[config.mk]
export PLATFORM = sky130hd
export DESIGN_NAME = frame_builder
export DESIGN_NICKNAME = d
export VERILOG_FILES = /design/src/rtl/frame_builder.sv
export SDC_FILE = /design/constraint.sdc
export NUM_CORES = 2
export LEC_CHECK = 0
export CORE_ASPECT_RATIO = 1.25
export CORE_UTILIZATION = 25
export CTS_BUF_LIST = sky130_fd_sc_hd__clkbuf_4
export DETAILED_ROUTE_END_ITERATION = 10
export GPL_ROUTABILITY_DRIVEN = 0
export SETUP_SLACK_MARGIN = 0.1
export SYNTH_ARGS = -nofsm -noshare
export SYNTH_HDL_FRONTEND = slang
export SYNTH_SLANG_ARGS = --single-unit
[constraint.sdc]
create_clock -name i_clk -period 16.4 [get_ports i_clk]
set_input_delay 4.92 -clock i_clk [delete_from_list [all_inputs] [get_ports i_clk]]
set_output_delay 4.92 -clock i_clk [all_outputs]
set_load 0.05 [all_outputs]
[src/rtl/frame_builder.sv]
// frame_builder: buffers one payload, then streams preamble, sync word, length,
// payload and CRC-16/CCITT-FALSE (over length + payload) as a byte stream.
module frame_builder #(
  parameter int              SIZE_INPUT_BIT = 8,
  parameter int              PREAMBLE_LEN   = 4,
  parameter logic [7:0]      PREAMBLE_BYTE  = 8'h55,
  parameter logic [15:0]     SYNC_WORD      = 16'h1ACF,
  parameter int              MAX_PAYLOAD    = 255
) (
  input  logic                      i_clk,
  input  logic                      i_reset,
  input  logic [SIZE_INPUT_BIT-1:0] i_data,
  input  logic                      i_valid_input,
  input  logic                      i_last,
  output logic                      o_ready,
  output logic [SIZE_INPUT_BIT-1:0] o_bits,
  output logic                      o_valid_output,
  input  logic                      i_ready,
  output logic                      o_busy,
  output logic                      o_frame_done
);

  localparam logic [7:0] PRE_LAST = 8'(PREAMBLE_LEN - 1);
  localparam logic [7:0] MAX_LEN  = 8'(MAX_PAYLOAD);

  typedef enum logic [2:0] {
    COLLECT,
    PREAMBLE,
    SYNC_HI,
    SYNC_LO,
    LEN,
    PAYLOAD,
    CRC_HI,
    CRC_LO
  } state_t;

  // state_reg names the byte currently presented on o_bits (COLLECT = idle).
  state_t      state_reg, state_next;
  logic [7:0]  bits_reg, bits_next;
  logic        valid_reg, valid_next;
  logic        busy_reg, busy_next;
  logic        done_reg, done_next;
  logic [7:0]  count_reg, count_next;
  logic [7:0]  pre_reg, pre_next;
  logic [7:0]  idx_reg, idx_next;
  logic [15:0] crc_reg, crc_next;
  logic [15:0] crc_upd;
  logic [7:0]  rd_data_reg;
  logic        in_hs;
  logic        out_hs;

  // Payload buffer; depth covers the full 8-bit index range.
  logic [7:0]  buf_mem [0:255];

  // One CRC-16 (poly 0x1021, MSB first) step over a whole byte.
  function automatic logic [15:0] crc_byte(input logic [15:0] c, input logic [7:0] d);
    logic [15:0] r;
    r = c ^ {d, 8'h00};
    for (int i = 0; i < 8; i++) begin
      r = r[15] ? ((r << 1) ^ 16'h1021) : (r << 1);
    end
    return r;
  endfunction

  assign o_ready        = (state_reg == COLLECT);
  assign o_bits         = bits_reg;
  assign o_valid_output = valid_reg;
  assign o_busy         = busy_reg;
  assign o_frame_done   = done_reg;

  assign in_hs   = i_valid_input && o_ready;
  assign out_hs  = valid_reg && i_ready;
  assign crc_upd = crc_byte(crc_reg, bits_reg);

  // Buffer write on input handshake; read is registered and addressed with the
  // next index so the following payload byte is always waiting in rd_data_reg.
  always_ff @(posedge i_clk) begin
    if (in_hs) begin
      buf_mem[count_reg] <= i_data;
    end
    rd_data_reg <= buf_mem[idx_next];
  end

  // State and output registers.
  always_ff @(posedge i_clk) begin
    if (i_reset) begin
      state_reg <= COLLECT;
      bits_reg  <= 8'h00;
      valid_reg <= 1'b0;
      busy_reg  <= 1'b0;
      done_reg  <= 1'b0;
      count_reg <= 8'h00;
      pre_reg   <= 8'h00;
      idx_reg   <= 8'h00;
      crc_reg   <= 16'hFFFF;
    end else begin
      state_reg <= state_next;
      bits_reg  <= bits_next;
      valid_reg <= valid_next;
      busy_reg  <= busy_next;
      done_reg  <= done_next;
      count_reg <= count_next;
      pre_reg   <= pre_next;
      idx_reg   <= idx_next;
      crc_reg   <= crc_next;
    end
  end

  // Next-state logic: on each output handshake load the following byte.
  always_comb begin
    state_next = state_reg;
    bits_next  = bits_reg;
    valid_next = valid_reg;
    busy_next  = busy_reg;
    done_next  = 1'b0;
    count_next = count_reg;
    pre_next   = pre_reg;
    idx_next   = idx_reg;
    crc_next   = crc_reg;

    case (state_reg)
      COLLECT: begin
        if (in_hs) begin
          count_next = count_reg + 8'd1;
          // A full buffer ends the frame even without i_last.
          if (i_last || (count_reg + 8'd1 == MAX_LEN)) begin
            state_next = PREAMBLE;
            bits_next  = PREAMBLE_BYTE;
            valid_next = 1'b1;
            busy_next  = 1'b1;
            pre_next   = 8'h00;
            idx_next   = 8'h00;
            crc_next   = 16'hFFFF;
          end
        end
      end
      PREAMBLE: begin
        if (out_hs) begin
          if (pre_reg == PRE_LAST) begin
            state_next = SYNC_HI;
            bits_next  = SYNC_WORD[15:8];
          end else begin
            pre_next  = pre_reg + 8'd1;
            bits_next = PREAMBLE_BYTE;
          end
        end
      end
      SYNC_HI: begin
        if (out_hs) begin
          state_next = SYNC_LO;
          bits_next  = SYNC_WORD[7:0];
        end
      end
      SYNC_LO: begin
        if (out_hs) begin
          state_next = LEN;
          bits_next  = count_reg;
        end
      end
      LEN: begin
        if (out_hs) begin
          state_next = PAYLOAD;
          bits_next  = rd_data_reg;
          idx_next   = idx_reg + 8'd1;
          crc_next   = crc_upd;
        end
      end
      PAYLOAD: begin
        // idx_reg is one past the byte on o_bits; equal to count on the last one.
        if (out_hs) begin
          crc_next = crc_upd;
          if (idx_reg == count_reg) begin
            state_next = CRC_HI;
            bits_next  = crc_upd[15:8];
          end else begin
            bits_next = rd_data_reg;
            idx_next  = idx_reg + 8'd1;
          end
        end
      end
      CRC_HI: begin
        if (out_hs) begin
          state_next = CRC_LO;
          bits_next  = crc_reg[7:0];
        end
      end
      CRC_LO: begin
        if (out_hs) begin
          state_next = COLLECT;
          bits_next  = 8'h00;
          valid_next = 1'b0;
          busy_next  = 1'b0;
          done_next  = 1'b1;
          count_next = 8'h00;
          idx_next   = 8'h00;
          crc_next   = 16'hFFFF;
        end
      end
      default: begin
        state_next = COLLECT;
        valid_next = 1'b0;
        busy_next  = 1'b0;
      end
    endcase
  end

endmodule

==> results.toml <==
[timing]
maxSlewViolCount = 0
fin_tns_setup_ps = 0
finalHoldViolations = 0
period_share_pct = 63.12
max_freq_mhz = 96.61
whs_ps = 509.8
timing.final.ws_setup_ps = 6049
skew_ps = 194.5
rsz0062_at_grt = "no"
relSlewSlack_pct = 11.90
period_minus_slack_ps = 10350
tightest_slew_ps = 1318
setup_violations = 0

[cells_and_area]
largest_reg_flops = 2048
final_util_pct = 28.30
area_growth_pct = 12.76
drive_above_1_share_pct = 13.87
multi_input_area_mm2 = 0.02018
seqCellArea_mm2 = 0.06272
fin_area_mm2 = 0.09589
layoutNonFillerInstCount = 11040
nets = 6233
fillers = 34100

[clocking]
cts_resized = 0
ctsHoldBuffers = 0
clkLatencyLatePin_ps = 1340
tritoncts = "done"
cts_sinks = 2109
post_cts_buffers = 0
cts_buffers = 472
clk_pin_slew_ps = 70
cts_root_buf = "clkbuf_4"
cts_buffer_depth = 4
h-tree-depth = 5

[place]
dp_hpwl_mm = 145.8
post_dp_cell_area_mm2 = 0.08993
pre_cts_slack_ps = 4936
io_buffers = 24
dp_cells = 10190

[worst_setup_path]
crit_arrival_ps = 11490
cpPeakStageDelay_ps = 710
worstPathMaxFanout = 110
worstPathCellList = "clkdlybuf4s50_1, and2_1, inv_1, ha_1, nor2b_1, o211ai_1, o211ai_1, or3_4, nor3_4, buf_4, buf_12, buf_4, mux2i_1, a32o_1, nor3_1, a211oi_1, nand4b_1, or4_1"
cp-end-kind = "register"
cp_num_buf_inv = 5
cp_slowest_cell = "buf_4"
startpoint = "i_ready"
cpLargestDelayFamily = "buffers and inverters"
critPathLaunchType = "input pin"
cp.required_ps = 17540
crit_type = "input pin to register"
r2r-start = "o_busy"

[pwr]
p_per_area_mw_per_mm2 = 113.3
power_mw = 10.87
switchingPower_mw = 2.666
p_int_mw = 8.200
switching_share_pct = 24.53
comb_power_share_pct = 7.6
peakVddDrop_mv = 0.05522
p_clk_share_pct = 37.2
seq_power_share_pct = 55.1
p_leak_nw = 32.07

[die]
coreArea_mm2 = 0.3388
dieHeight_um = 654.1
start_util_pct = 25.10
pin_count = 25
dieArea_mm2 = 0.3425
die_x_um = 523.6
num_rows = 239

[detailed_routing]
drtIter0Drc = 5431
drc = 0
drt-total-wl_mm = 248.4
ant_nets = 0
wire_per_inst_um = 22.50
viasPerCell = 4.844
dr_total_vias = 53480
dr.pass1.iters = 9

[logic_synthesis]
avgSynthCellArea_um2 = 14.13
synth_flop_cell = "edfxtp_1"
post_synth_num_cell_types = 79
ys_seq_elements = 2109
synth_area_mm2 = 0.08503
yosys_warnings = 0
syn_inst = 6019
synth-edff-count = 2048
async_flop_share_pct = 0
yosysSeqAreaShare_pct = 73.76
synth_fp_nets = 6044

[global_routing]
grt.overflow.total = 0
grt_max_degree = 167
antenna_found_initial = 18
gr-usage-all-layers_pct = 14.00
grt_pass1_wl_mm = 356.9
first_global_vias = 52610

[worst_hold_path]
hp-start = "crc_reg[8]"
min_path_type = "register to register"

[outcome]
status = "complete, no violations"

[flow_run]
cap_violations = 0
## placed cells by master (no fill, tap or decap), drive strengths merged, types with 16 or more instances in the layout
cell / count
mux2i: 353
nand4: 147
a22oi: 44
nor3: 49
clkinv: 126
a32oi: 153
a32o: 62
a211oi: 17
o2111ai: 34
dfxtp: 61
clkbuf: 694
clkdlybuf4s50: 16
xor2: 17
mux2: 32
and3: 34
nand3: 521
xnor2: 24
o21ai: 31
inv: 49
nor2: 309
buf: 115
and2: 19
diode: 16
edfxtp: 2048
a21oi: 54
o211ai: 125
nand2: 1178
a31oi: 83
## power by group through the flow
stage | Sequential (mW) | Combinational (mW) | Clock [mW]
after floorplan | 6.10 | 0.521 | 0
after global placement | 6.10 | 0.806 | 0
after detailed placement | 6.11 | 0.822 | 0
after CTS | 5.99 | 0.825 | 4.12
after global routing | 5.99 | 0.887 | 4.36
final | 5.99 | 0.829 | 4.05
## worst reg2reg max path, delay by kind of cell (launching register included)
family	cells	cell delay (ps)
AOI/OAI and AO/OA	4	1110
adders and majority gates	1	370
buffers and inverters	4	2170
DFF	1	510
muxes	1	330
and+or+nand+nor	7	2080
## layout make-up
cell class | instances | share of cell area, %
sequential | 2109 | 65.41
multi-input combinational | 3447 | 21.05
tap | 4458 | 5.817
clock buffer | 690 | 5.402
timing repair buffer | 135 | 1.343
clock inverter | 142 | 0.7712
inverter | 43 | 0.1683
antenna | 16 | 0.04176
## metal layers
layer | vias to the layer above | share of wire, % | global-route usage [%]
met5 | - | 0.031 | 0
met4 | 12 | 5.2 | 7.358
met3 | 543 | 7.5 | 2.919
met2 | 2330 | 50 | 24.39
met1 | 26910 | 37 | 16.05
li1 | 23680 | - | -
## logic make-up (layout without fill, tap and decap cells)
logic type,count (synthesis),after routing,synth area share [%]
muxes,385,385,4.579
AOI/OAI and AO/OA,685,685,6.290
and+or+nand+nor,2324,2324,12.03
adders and majority gates,12,12,0.1766
buffers and inverters,463,1010,2.681
xor gates and xnor gates,41,41,0.4841
other,0,16,0
DFF,2109,2109,73.76
## worst paths after layout
check,endpoint,slack (ps),depth (start not counted)
max reg2reg,rd_data_reg[0],9690,17
max,rd_data_reg[0],6050,18
min reg2reg,crc_reg[8],510,2
min,crc_reg[8],510,2
## cells in the mapped netlist (5+ instances only)
cell type | instances | area share [%]
a41oi_1 | 13 | 0.13
dfxtp_1 | 61 | 1.4
nand2b_1 | 6 | 0.044
and2_1 | 18 | 0.13
xnor2_2 | 7 | 0.13
a31oi_1 | 82 | 0.60
mux2i_1 | 353 | 4.2
inv_1 | 43 | 0.19
o21ai_0 | 26 | 0.15
buf_2 | 136 | 0.80
a32o_1 | 62 | 0.73
or4_1 | 8 | 0.071
o211ai_1 | 125 | 1.1
nand4_1 | 145 | 1.1
a21oi_1 | 54 | 0.32
a22oi_1 | 44 | 0.39
o21ai_1 | 5 | 0.029
nand4b_1 | 6 | 0.062
a311oi_1 | 9 | 0.093
clkbuf_1 | 163 | 0.72
ha_1 | 12 | 0.18
nor2b_1 | 12 | 0.088
nor3_1 | 48 | 0.28
and4_1 | 13 | 0.13
nand2_1 | 1178 | 5.2
xor2_1 | 17 | 0.18
a221oi_1 | 10 | 0.10
nand3_1 | 521 | 3.1
nor4_1 | 10 | 0.074
mux2_2 | 32 | 0.42
o2111ai_1 | 34 | 0.35
and3_1 | 34 | 0.25
a21boi_0 | 7 | 0.062
buf_1 | 41 | 0.18
a32oi_1 | 153 | 1.6
a211oi_1 | 17 | 0.15
nor2_1 | 305 | 1.3
edfxtp_1 | 2048 | 72
a2111oi_0 | 6 | 0.062
buf_6 | 17 | 0.23
buf_4 | 62 | 0.55
xnor2_1 | 17 | 0.18
No activity file was read; power rests on OpenSTA's default activity.
